File: config.mk
export PLATFORM = sky130hd
export DESIGN_NAME = bin2bcd_seq
export DESIGN_NICKNAME = d
export VERILOG_FILES = /design/src/rtl/bin2bcd_seq.sv
export SDC_FILE = /design/constraint.sdc
export NUM_CORES = 1
export LEC_CHECK = 0
export CORE_AREA = 2 2 59 61
export DETAILED_ROUTE_END_ITERATION = 7
export DIE_AREA = 0 0 61 63
export PLACE_DENSITY = 0.76
export SLEW_MARGIN = 10
export SYNTH_ARGS = -nofsm -noshare
export SYNTH_HDL_FRONTEND = slang
export SYNTH_SLANG_ARGS = --single-unit
File: constraint.sdc
create_clock -name clk -period 2.2 [get_ports clk]
set_clock_uncertainty 0.1 [all_clocks]
set_input_delay 0.33 -clock clk [delete_from_list [all_inputs] [get_ports clk]]
set_output_delay 0.33 -clock clk [all_outputs]
set_load 0.005 [all_outputs]
File: src/rtl/bin2bcd_seq.sv
// Sequential binary-to-BCD converter (shift-and-add-3), one bit per cycle, valid/ready on both sides.
// Optional macro BIN2BCD_OVF_SAT_EN: saturate bcd to all nines when the value overflows N/4 digits.
module bin2bcd_seq #(
  parameter int N = 8,
  parameter int W = 7
) (
  input  logic         clk,
  input  logic         rst,
  input  logic         in_valid,
  output logic         in_ready,
  input  logic [W-1:0] bin,
  output logic         out_valid,
  input  logic         out_ready,
  output logic [N-1:0] bcd,
  output logic         ovf
);

  // The scratch carries one digit more than the output so overflow can be detected.
  localparam int S  = N + 4;
  localparam int CW = $clog2(W + 1);
  localparam logic [CW-1:0] CNT_ONE  = CW'(1);
  localparam logic [CW-1:0] CNT_LOAD = CW'(W);

  typedef enum logic [1:0] {
    IDLE  = 2'd0,
    SHIFT = 2'd1,
    DONE  = 2'd2
  } state_t;

  state_t         state_r;
  state_t         state_nxt_s;
  logic [S-1:0]   scratch_r;
  logic [S-1:0]   adj_s;
  logic [S-1:0]   scratch_nxt_s;
  logic [W-1:0]   bin_r;
  logic [W-1:0]   bin_nxt_s;
  logic [CW-1:0]  cnt_r;
  logic [N-1:0]   bcd_r;
  logic [N-1:0]   bcd_nxt_s;
  logic           ovf_r;
  logic           ovf_nxt_s;
  logic           accept_s;
  logic           last_step_s;

  function automatic logic [S-1:0] dabble_adjust(input logic [S-1:0] s);
    logic [S-1:0] r;
    r = s;
    for (int i = 0; i < S / 4; i++) begin
      if (s[4*i +: 4] >= 4'd5) begin
        r[4*i +: 4] = s[4*i +: 4] + 4'd3;
      end else begin
        r[4*i +: 4] = s[4*i +: 4];
      end
    end
    return r;
  endfunction

  assign in_ready    = (state_r == IDLE) && !rst;
  assign out_valid   = (state_r == DONE);
  assign bcd         = bcd_r;
  assign ovf         = ovf_r;
  assign accept_s    = in_valid && in_ready;
  assign last_step_s = (cnt_r == CNT_ONE);

  // One double-dabble step on the current scratch/operand pair, plus the result it would register.
  always_comb begin
    adj_s                      = dabble_adjust(scratch_r);
    {scratch_nxt_s, bin_nxt_s} = {adj_s, bin_r} << 1;
    ovf_nxt_s                  = |scratch_nxt_s[S-1:N];
`ifdef BIN2BCD_OVF_SAT_EN
    if (ovf_nxt_s) begin
      bcd_nxt_s = {(N/4){4'h9}};
    end else begin
      bcd_nxt_s = scratch_nxt_s[N-1:0];
    end
`else
    bcd_nxt_s = scratch_nxt_s[N-1:0];
`endif
  end

  // Next-state logic.
  always_comb begin
    state_nxt_s = state_r;
    case (state_r)
      IDLE: begin
        if (accept_s) state_nxt_s = SHIFT;
        else          state_nxt_s = IDLE;
      end
      SHIFT: begin
        if (last_step_s) state_nxt_s = DONE;
        else             state_nxt_s = SHIFT;
      end
      DONE: begin
        if (out_ready) state_nxt_s = IDLE;
        else           state_nxt_s = DONE;
      end
      default: state_nxt_s = IDLE;
    endcase
  end

  // State register.
  always_ff @(posedge clk) begin
    if (rst) state_r <= IDLE;
    else     state_r <= state_nxt_s;
  end

  // Datapath: capture on accept, step while shifting, register result on the last step.
  always_ff @(posedge clk) begin
    if (rst) begin
      scratch_r <= {S{1'b0}};
      bin_r     <= {W{1'b0}};
      cnt_r     <= {CW{1'b0}};
      bcd_r     <= {N{1'b0}};
      ovf_r     <= 1'b0;
    end else begin
      case (state_r)
        IDLE: begin
          if (accept_s) begin
            bin_r     <= bin;
            scratch_r <= {S{1'b0}};
            cnt_r     <= CNT_LOAD;
          end
        end
        SHIFT: begin
          scratch_r <= scratch_nxt_s;
          bin_r     <= bin_nxt_s;
          cnt_r     <= cnt_r - CNT_ONE;
          if (last_step_s) begin
            bcd_r <= bcd_nxt_s;
            ovf_r <= ovf_nxt_s;
          end
        end
        DONE: begin
          // Result held until the consumer takes it.
        end
        default: begin
          cnt_r <= {CW{1'b0}};
        end
      endcase
    end
  end

endmodule

==> results_dict.tcl <==
set metrics [dict create \
    status "finished clean" \
    synth_ff_type "dfxtp_1" \
    p_total_uw 1150 \
    crit_arrival_ps 1620 \
    root_buffer "clkbuf_4" \
    ys_seq_area_share_pct 39.6 \
    hold_class "flip-flop to flip-flop" \
    grt_pass1_wl_um 6130 \
    yosys.area_share.simple_pct 19.0 \
    rows 21 \
    first_global_vias 1352 \
    fin_crit_sh_pct 93.2 \
    postLayoutCoreUtil_pct 60.7 \
    antennaDiodeCount 0 \
    cts.sinks 33 \
    nNetsFinal 230 \
    post_cts_buffers 0 \
    crit_path_max_fanout 8 \
    synthXorXnorAreaFrac_pct 1.57 \
    viasPerCell 5.46 \
    clk_pin_slew_ps 90 \
    p_leak_uw 0.000692 \
    cts_hold_buffers 0 \
    route.detailed.drc 0 \
    antenna_left 0 \
    syn2layout_area_growth_pct 17.5 \
    drt_iter0_markers 50 \
    synth.area.mux_share_pct 4.04 \
    clockBufferDepth 2 \
    synth_cells 190 \
    finalWorstSetupSlack_ps 149 \
    synth_edf_count 0 \
    hold_viol 0 \
    grt_start_max_net_pins 31 \
    initial_core_util_pct 51.7 \
    die_y_um 63 \
    setup_viol 0 \
    dpl_worst_slack_ps 154 \
    drtPass1Iterations 4 \
    post-route-cell-area_um2 1960 \
    ys_ff_latch 33 \
    finalCriticalPeriod_ps 2050 \
    synth_fp_nets 209 \
    insertion_delay_ps 330 \
    top_layer "met4" \
    die_x_um 61 \
    grt.overflow.total 0 \
    clock.fmax_mhz 487 \
    crit_type "flip-flop to output port" \
    met1_length_um 1560 \
    routed_wl_um 3550 \
    worstMarginPinSlew_ps 574 \
    cts_resized 0 \
    synth_area_um2 1670 \
    wl_per_cell_um 13.8 \
    start_kind "flip-flop" \
    track_usage_pct 21.1 \
    cts_buffers 5 \
    io_buffers 21 \
    synth_top_family_by_area "compound AO/OA/AOI/OAI gates" \
    async_reset_ff_share_pct 0 \
    routabilityCongestion 0.764 \
    multi_input_area_um2 880 \
    seq_area_um2 661 \
    post-dp-hpwl_um 2580 \
    fin_setup_tns_ps 0 \
    required_ps 1770 \
    rsz0062_at_grt "no" \
    dieArea_um2 3840 \
    synth_warnings 0 \
    cts_tree "done" \
    synth_area_per_cell_um2 8.79 \
    synth.distinct_cells 42 \
    antenna_found_initial 0 \
    finalMaxSlewViolations 0 \
    core_area_um2 3230 \
    irDropWorstVdd_mv 0.316 \
    wl_met2_um 1760 \
    vias 1403 \
    routed-wl-met3_um 156 \
    place_area_um2 1910 \
    htree_levels 2 \
    drive_above_1_share_pct 11.4 \
    nFillCells 285 \
    endpoint_kind "output port" \
    slew-limit-headroom_pct 61.4 \
    num_io_pins 22 \
    synth_compound_area_share_pct 22.1 \
    power_density_nw_per_um2 588 \
    maxCapViolCount 0 \
    synthAdderAreaFrac_pct 5.99 \
]
-- critical path, stage by stage, from the launching register on --
cell,delay [ps]
dfxtp_1,490
inv_2,110
nor2_1,170
clkdlybuf4s50_1,530
-- final timing paths --
kind / cells past startpoint / slack [ps] / end / from
min reg2reg: 2 / 390 / bcd[1]$_SDFFE_PP0P_ / bcd[1]$_SDFFE_PP0P_
min: 2 / 390 / bcd[1]$_SDFFE_PP0P_ / bcd[1]$_SDFFE_PP0P_
max reg2reg: 6 / 390 / scratch_r[10]$_SDFFE_PP0P_ / scratch_r[8]$_SDFFE_PP0P_
max: 3 / 150 / out_valid / state_r[1]$_SDFF_PP0_
-- through the flow --
stage               hold slack [ps]  std cells
floorplan                       351        190
global placement                357        250
detailed placement              373        250
CTS                             391        257
global route                    417        257
finish                          390        257
-- metal layers --
metal  track usage, %  up-vias
met2             34.9       44
met1             26.1      646
met3             4.55        7
met5                0        -
li1                 -      706
met4             8.15        0
-- power by group --
| group | switching [uW] | internal, uW |
|---|---|---|
| clock network | 185 | 151 |
| registers | 20.3 | 624 |
| logic | 92.4 | 80.9 |
| total | 298 | 856 |
-- area by class of cell --
class | count | share of cell area (%)
clock buffer | 7 | 2.81
multi-input combinational | 132 | 44.8
tap | 46 | 2.93
timing repair buffer | 26 | 13.3
inverter | 13 | 2.49
sequential | 33 | 33.7
-- cells in the final DEF (no fill, tap or decap), types with 2 or more instances in the layout --
master	instances
o32ai_1	5
o22ai_1	4
nor2_1	18
inv_1	12
nor3b_1	3
clkdlybuf4s50_1	21
mux2i_1	3
nand2b_1	8
a211oi_2	2
a311oi_1	6
nor3_1	6
and2_1	2
buf_4	4
o21ba_2	2
nand3_1	3
nor2b_1	3
dfxtp_1	33
xnor2_1	3
mux2_2	2
o21ai_0	9
ha_1	8
a22oi_1	2
a21oi_1	11
o21ai_1	3
nand2_1	16
clkbuf_4	5
-- Yosys cell counts (2+ instances only) --
library cell / instances / share of area, %
dfxtp_1: 33 / 40
nor2b_1: 3 / 1.1
o22ai_1: 4 / 1.5
mux2i_1: 3 / 1.8
a311oi_1: 6 / 3.1
mux2_2: 2 / 1.3
o21ai_0: 9 / 2.7
xnor2_1: 3 / 1.6
nand2b_1: 8 / 3.0
nor2_1: 18 / 4.0
nand2_1: 16 / 3.6
o21ai_1: 3 / 0.90
a21oi_1: 11 / 3.3
and2_1: 2 / 0.75
buf_4: 4 / 1.8
a211oi_2: 2 / 1.5
clkbuf_1: 4 / 0.90
o32ai_1: 5 / 2.6
a22oi_1: 2 / 0.90
nand3_1: 3 / 0.90
inv_1: 12 / 2.7
nor3_1: 6 / 1.8
ha_1: 8 / 6.0
buf_2: 2 / 0.60
nor3b_1: 3 / 1.3
o21ba_2: 2 / 1.2
-- registers in the layout (all words and copies together) (netlist names) --
signal and flops:
bcd 8, bin_r 7, ovf 1, cnt_r 3, state_r 2, scratch_r 12
-- cells by family (layout without fill, tap and decap cells) --
group,Yosys count,after routing
and+or+nand+nor,64,64
AOI/OAI and AO/OA,51,51
DFF,33,33
buffers and inverters,25,46
adders and majority gates,8,8
muxes,6,6
xor gates and xnor gates,3,3
No activity file was read; power rests on OpenSTA's default activity.
